## config.mk

```make
export PLATFORM = sky130hd
export DESIGN_NAME = inst_assembler
export DESIGN_NICKNAME = d
export VERILOG_FILES = /design/src/rtl/mips_pkg.sv /design/src/rtl/inst_pack.sv /design/src/rtl/inst_assembler.sv
export SDC_FILE = /design/constraint.sdc
export NUM_CORES = 1
export LEC_CHECK = 0
export CAP_MARGIN = 20
export CORE_ASPECT_RATIO = 1.25
export CORE_MARGIN = 3
export CORE_UTILIZATION = 40
export CTS_CLUSTER_SIZE = 10
export DETAILED_ROUTE_END_ITERATION = 6
export PLACE_DENSITY = 0.85
export REMOVE_ABC_BUFFERS = 1
export SETUP_SLACK_MARGIN = 0.5
export SLEW_MARGIN = 0
export SYNTH_ARGS = -nofsm -noshare
export SYNTH_HDL_FRONTEND = slang
export SYNTH_SLANG_ARGS = --single-unit
```

## constraint.sdc

```tcl
create_clock -name clk -period 5.4 [get_ports clk]
set_clock_uncertainty 0.1 [all_clocks]
set_input_delay 1.08 -clock clk [delete_from_list [all_inputs] [get_ports clk]]
set_output_delay 1.08 -clock clk [all_outputs]
set_load 0.05 [all_outputs]
```

## src/rtl/mips_pkg.sv

```systemverilog
// Shared MIPS-style encoding constants used by the decoder and the assembler:
// format codes, field widths and bit positions, common opcodes, FSM states.
package mips_pkg;

   // Field widths
   localparam int OP_W    = 6;
   localparam int FUNCT_W = 6;
   localparam int REG_W   = 5;
   localparam int IMM_W   = 16;
   localparam int JT_W    = 26;

   // Least-significant bit of each field inside the 32-bit word
   localparam int OP_LSB    = 26;
   localparam int RD_LSB    = 21;
   localparam int RT_LSB    = 16;
   localparam int RS_LSB    = 11;
   localparam int SHAMT_LSB = 6;
   localparam int FUNCT_LSB = 0;
   localparam int IMM_LSB   = 0;
   localparam int JT_LSB    = 0;

   // Format codes
   localparam logic [1:0] FMT_R   = 2'b00;
   localparam logic [1:0] FMT_I   = 2'b01;
   localparam logic [1:0] FMT_J   = 2'b10;
   localparam logic [1:0] FMT_BAD = 2'b11;

   // Opcode / funct values shared with the decoder
   localparam logic [5:0] OP_SPECIAL = 6'h00;
   localparam logic [5:0] OP_J       = 6'h02;
   localparam logic [5:0] OP_ADDI    = 6'h08;
   localparam logic [5:0] FUNCT_ADD  = 6'h20;

   // Load-session controller states
   typedef enum logic [1:0] {
      ST_IDLE = 2'd0,
      ST_RUN  = 2'd1,
      ST_DONE = 2'd2
   } asm_state_e;

   // Raw field bundle as presented to the assembler
   typedef struct packed {
      logic [OP_W-1:0]    op;
      logic [FUNCT_W-1:0] funct;
      logic [REG_W-1:0]   rs;
      logic [REG_W-1:0]   rt;
      logic [REG_W-1:0]   rd;
      logic [REG_W-1:0]   shamt;
      logic [IMM_W-1:0]   imm;
      logic [JT_W-1:0]    jtarget;
   } inst_fields_t;

endpackage

```

## src/rtl/inst_pack.sv

```systemverilog
// Combinational packer: turns a field bundle plus format code into a 32-bit
// instruction word, the exact inverse of the team decoder. Illegal formats
// produce an all-zero word and raise illegal_o.
module inst_pack
   import mips_pkg::*;
(
   input  logic [1:0]   fmt_i,
   input  inst_fields_t fields_i,
   output logic [31:0]  word_o,
   output logic         illegal_o
);

   // Place each field at its bit position; fields a format does not use stay zero.
   always_comb begin
      word_o    = '0;
      illegal_o = 1'b0;
      case (fmt_i)
         FMT_R: begin
            word_o[OP_LSB +: OP_W]       = fields_i.op;
            word_o[RD_LSB +: REG_W]      = fields_i.rd;
            word_o[RT_LSB +: REG_W]      = fields_i.rt;
            word_o[RS_LSB +: REG_W]      = fields_i.rs;
            word_o[SHAMT_LSB +: REG_W]   = fields_i.shamt;
            word_o[FUNCT_LSB +: FUNCT_W] = fields_i.funct;
         end
         FMT_I: begin
            word_o[OP_LSB +: OP_W]   = fields_i.op;
            word_o[RD_LSB +: REG_W]  = fields_i.rd;
            word_o[RT_LSB +: REG_W]  = fields_i.rt;
            word_o[IMM_LSB +: IMM_W] = fields_i.imm;
         end
         FMT_J: begin
            word_o[OP_LSB +: OP_W] = fields_i.op;
            word_o[JT_LSB +: JT_W] = fields_i.jtarget;
         end
         default: begin
            illegal_o = 1'b1;
         end
      endcase
   end

endmodule

```

## src/rtl/inst_assembler.sv

```systemverilog
// Instruction assembler: accepts field bundles during a load session, packs
// each into a 32-bit word and writes it to consecutive instruction-memory
// addresses starting at base_addr. Writes appear one cycle after acceptance.
module inst_assembler
   import mips_pkg::*;
#(
   parameter int ADDR_W = 10
) (
   input  logic              clk,
   input  logic              rst,
   input  logic              start,
   input  logic [ADDR_W-1:0] base_addr,
   input  logic [ADDR_W-1:0] n_words,
   input  logic              in_valid,
   output logic              in_ready,
   input  logic [1:0]        fmt,
   input  logic [5:0]        op,
   input  logic [5:0]        funct,
   input  logic [4:0]        rs,
   input  logic [4:0]        rt,
   input  logic [4:0]        rd,
   input  logic [4:0]        shamt,
   input  logic [15:0]       add_imm,
   input  logic [25:0]       j_add,
   input  logic              mem_busy,
   output logic              mem_we,
   output logic [ADDR_W-1:0] mem_addr,
   output logic [31:0]       mem_wdata,
   output logic              busy,
   output logic              done,
   output logic              err
);

   asm_state_e        state_q;
   logic [ADDR_W-1:0] addr_q;
   logic [ADDR_W-1:0] remaining_q;
   logic              mem_we_q;
   logic [ADDR_W-1:0] mem_addr_q;
   logic [31:0]       mem_wdata_q;
   logic              err_q;

   inst_fields_t      fields_d;
   logic [31:0]       word_d;
   logic              illegal_d;
   logic              accept_d;

   assign fields_d = '{op: op, funct: funct, rs: rs, rt: rt, rd: rd,
                       shamt: shamt, imm: add_imm, jtarget: j_add};

   inst_pack u_pack (
      .fmt_i     (fmt),
      .fields_i  (fields_d),
      .word_o    (word_d),
      .illegal_o (illegal_d)
   );

   // mem_busy only throttles new acceptances; a registered write always completes.
   assign in_ready = (state_q == ST_RUN) && (remaining_q != '0) && !mem_busy;
   assign accept_d = in_valid && in_ready;

   // Session FSM plus the registered memory write port and sticky error flag.
   always_ff @(posedge clk) begin
      if (rst) begin
         state_q     <= ST_IDLE;
         addr_q      <= '0;
         remaining_q <= '0;
         mem_we_q    <= 1'b0;
         mem_addr_q  <= '0;
         mem_wdata_q <= '0;
         err_q       <= 1'b0;
      end else begin
         mem_we_q <= 1'b0;
         case (state_q)
            ST_IDLE: begin
               if (start) begin
                  state_q     <= ST_RUN;
                  addr_q      <= base_addr;
                  remaining_q <= n_words;
                  err_q       <= 1'b0;
               end
            end
            ST_RUN: begin
               if (accept_d) begin
                  mem_we_q    <= 1'b1;
                  mem_addr_q  <= addr_q;
                  mem_wdata_q <= word_d;
                  addr_q      <= addr_q + ADDR_W'(1);
                  remaining_q <= remaining_q - ADDR_W'(1);
                  if (illegal_d) begin
                     err_q <= 1'b1;
                  end
                  // Leaving now lines DONE up with the final write.
                  if (remaining_q == ADDR_W'(1)) begin
                     state_q <= ST_DONE;
                  end
               end else if (remaining_q == '0) begin
                  // Empty session: finish straight away.
                  state_q <= ST_DONE;
               end
            end
            ST_DONE: begin
               state_q <= ST_IDLE;
            end
            default: begin
               state_q <= ST_IDLE;
            end
         endcase
      end
   end

   assign mem_we    = mem_we_q;
   assign mem_addr  = mem_addr_q;
   assign mem_wdata = mem_wdata_q;
   assign err       = err_q;
   assign busy      = (state_q != ST_IDLE);
   assign done      = (state_q == ST_DONE);

endmodule

```

Yosys cells after proc, flatten, opt, wreduce, memory -nomap -nowiden
Index checks and enable logic that the tools add are counted.

Bitwise operators: 1. Equality and inequality tests: 10. Magnitude comparators: 0. $mul: 0. Add/sub/neg operators: 2. Shifts and indexed selects: 0. Divide/modulo/power cells: 0. Multiplexer cells: 17. Reductions and logical operators: 16.

Operator list (count): $pmux W32 S3 (1); $mux W10 (4); $pmux W10 S2 (2); $add A10 B1 Y10 const B (1); $eq A10 B1 Y1 const B (1); $logic_not A10 Y1 (1); $reduce_bool A10 Y1 (1); $sub A10 B1 Y10 const B (1); $mux W2 (4); $ne A2 B2 Y1 const B (3); $ne A3 B2 Y1 const B (2); $reduce_and A3 Y1 (2); $eq A2 B1 Y1 const B (2); $eq A2 B2 Y1 const B (2); $logic_not A2 Y1 (2); $mux W1 (4); $pmux W2 S2 (1); $reduce_and A4 Y1 (1); $reduce_bool A2 Y1 (2); $logic_and A1 B1 Y1 (3); $reduce_or A3 Y1 (1); $pmux W1 S2 (1); $reduce_and A2 Y1 (1); $reduce_or A2 Y1 (1); other kinds (2) (2).

Bits in writable memories: 0. Bits in latches: 0. Memory bits (read-only): 0. Word-level logic and storage cells: 53. Register bits after elaboration: 66. Memories kept: 0.

Longest topological paths before layout
Depth in word-level cells: 6. Gate-level depth with buffers: 9. Gate-level depth less buffers: 6.

Cells and area by module
From an unflattened synthesis, not the netlist that was laid out.

Cell total of the unflattened synthesis: 384. Area total of the unflattened synthesis: 3592.2 um^2.

By module, submodules not included: inst_assembler (seq. area each 1321.3 um^2, cells each 324, area an instance 3065.4 um^2, instances 1); inst_pack (seq. area each 0.0 um^2, cells each 60, area an instance 526.8 um^2, instances 1).

Worst setup path after synthesis
No wires, ideal clock.

Path kind: input to output. Start point: in mem_busy. End point: out in_ready. Buffers on the path: 0. Path slack: 1.927 ns. Arrival: 2.293 ns. Data required time: 4.220 ns. Stages on the path: 1. Cell sequence: a311oi_1.

Cells in the longest elaborated chain, start to end: 2.

RTL lines: from (decl) (RTL line inst_assembler.sv:25) `input logic mem_busy,`; $logic_not A1 Y1 (RTL line inst_assembler.sv:58) `assign in_ready = (state_q == ST_RUN) && (remaining_q != '0) && !mem_busy;`; $logic_and A1 B1 Y1 (RTL line inst_assembler.sv:58); to (decl) (RTL line inst_assembler.sv:15) `output logic in_ready,`.

No other way between the ends.

Final worst setup path
Same ends and word-level chain as after synthesis.

==> impl_metrics.tcl <==
set metrics [dict create \
    drt_iter0_drc 239 \
    fin_crit_ns 3.86 \
    ys_seq_area_share_pct 39.2 \
    numCtsBuffers 9 \
    reg2reg_depth 5 \
    syn-cell-area_um2 3370 \
    layout_common_cells "clkdlybuf4s50_1 (146), dfxtp_1 (66), nor2_1 (52)" \
    holdCritPathClass "reg2reg" \
    cp_data_required_time_ns 4.22 \
    diodes 0 \
    post-route-period-util_pct 71.4 \
    antenna_found_initial 0 \
    io_pins 148 \
    worstHoldStart "mem_addr[6]" \
    rows 36 \
    port-buffer-count 147 \
    synth_seq_cells 66 \
    grt_max_degree 68 \
    hold_viol_final 0 \
    r2r_start "remaining_q[4]" \
    vias 3740 \
    hold_depth 2 \
    slew_headroom_pct 24.6 \
    cts-htree-levels 3 \
    synth_cells 422 \
    grt_pass1_vias 3621 \
    async_reset_ff_share_pct 0 \
    synth_edf_count 0 \
    fmax_mhz 259 \
    firstDrtPassIters 5 \
    cts_buffer_depth 2 \
    cts-root-buf "clkbuf_8" \
    r2r_end "remaining_q[3]" \
    nets 655 \
    status "complete, no violations" \
    cts_resized 0 \
    r2r_slack_ns 2.55 \
    avgRoutedWirePerCell_um 17.4 \
    setup_tns_ns 0 \
    drc 0 \
    place_inst 633 \
    rsz0062_at_grt "no" \
    cts_setup_buffers 0 \
    initial_core_util_pct 42.1 \
    synthFlopType "dfxtp_1" \
    fin_cells 649 \
    wl_mm 11.3 \
    core_area_um2 8020 \
    vias_per_cell 5.76 \
    p_leak_nw 1.77 \
    gr-total-overflow 0 \
    synth_cell_types 44 \
    gp_congestion 0.877 \
    worst_hold_slack_ns 0.354 \
    die_h_um 109 \
    die_w_um 88.2 \
    worst_pin_slew_ns 1.13 \
    drv_cap 0 \
    dpl.hpwl_mm 8.09 \
    slew_viol_final 0 \
    path_class "in2out" \
    setup_ws_ns 1.54 \
    dieArea_um2 9580 \
    final_common_cell "clkdlybuf4s50_1" \
    drtAntennaViolNets 0 \
    cts_tree "done" \
    finalSetupViolCount 0 \
    grt_pass1_wl_mm 17.4 \
    clkTransAtPathRegs_ns 0.07 \
    finalInstanceArea_um2 5030 \
    worstSetupStartpointType "input port" \
    grt.total_usage_pct 23.2 \
    drive_gt1_share_pct 5.96 \
    holdBufCountCts 0 \
    dpl_cell_area_um2 4820 \
    syn_to_final_growth_pct 49.2 \
    ir_drop_v 0.000128 \
    holdPathEnd "mem_addr[6]" \
    clk_latency_ns 0.35 \
    clock-sinks 66 \
    worstPathMaxFanout 2 \
    arrival_ns 2.68 \
    crit_path_end_kind "output port" \
    avgSynthCellArea_um2 8.00 \
    ys_warn_count 0 \
    pwr_density_cell_nw_per_um2 280 \
    pre_cts_slack_ns 1.55 \
]
==> sequential cells by signal (all words and copies together) (netlist names) <==
| name | cells |
|---|---|
| addr_q | 10 |
| mem_we | 1 |
| state_q | 2 |
| mem_wdata | 32 |
| mem_addr | 10 |
| err | 1 |
| remaining_q | 10 |
==> metrics by stage <==
stage	util, %	power, mW
floorplan	-	0.806
global placement	60.2	0.976
detailed placement	60.2	0.985
CTS	62.7	1.41
global route	62.8	1.46
finish	62.8	1.41
==> worst max path at each step <==
| stage | endpoint | slack (ns) | from |
|---|---|---|---|
| 3_5_place_dp | in_ready | 1.55 | mem_busy |
| 4_1_cts | in_ready | 1.53 | mem_busy |
| 3_3_place_gp | in_ready | 1.53 | mem_busy |
| 5_1_grt | in_ready | 1.50 | mem_busy |
| 6_report | in_ready | 1.54 | mem_busy |
| 2_1_floorplan | in_ready | 1.79 | state_q[1] |
==> report_power, final <==
part | switching [mW] | internal [mW] | total (mW)
clock network | 0.194 | 0.236 | 0.429
logic | 0.241 | 0.181 | 0.422
registers | 0.0348 | 0.523 | 0.558
==> worst max-delay path, cell delays in order <==
cell and delay [ns]:
clkdlybuf4s50_1 0.44, a311oi_1 0.28, clkdlybuf4s50_1 0.87
==> metal layers <==
metal / GRT usage [%] / up-vias / part of all wire (%)
met1: 26.6 / 1749 / 38
met5: 0 / - / 0
met4: 8.96 / 0 / 2.4
met3: 8.92 / 19 / 11
li1: - / 1798 / -
met2: 38.9 / 174 / 48
==> area by class of cell <==
class                      count  area (um^2)
clock buffer                  11          151
clock inverter                 4         51.3
fill                         672         2980
inverter                      11         41.3
multi-input combinational    309         1840
sequential                    66         1320
tap                           95          119
timing repair buffer         153         1510
==> cells by family after synthesis <==
family / Yosys count / share of synthesized area [%]
multiplexers: 16 / 4.75
adder cells (fa/ha/maj): 4 / 1.48
AND/OR/NAND/NOR: 178 / 24.4
AO/OA/AOI/OAI: 111 / 23.8
flip-flops: 66 / 39.2
buffers and inverters: 47 / 6.38
==> cells in the mapped netlist (4+ instances only) <==
cell type	count	area share (%)
nor3_1	37	5.5
nor4_1	6	1.1
nand3_1	10	1.5
dfxtp_1	66	39
inv_1	11	1.2
or4_1	4	0.89
a221oi_1	12	3.1
nor2_1	52	5.8
a211oi_1	17	3.8
buf_2	4	0.59
a22oi_1	4	0.89
ha_1	4	1.5
a21oi_1	42	6.2
o22ai_1	6	1.1
nand2_1	51	5.7
buf_4	5	1.1
clkbuf_1	24	2.7
mux2i_1	16	4.7
o32ai_1	10	2.6
a221oi_2	4	1.8
Note: power is estimated with default switching activity, not from simulation.
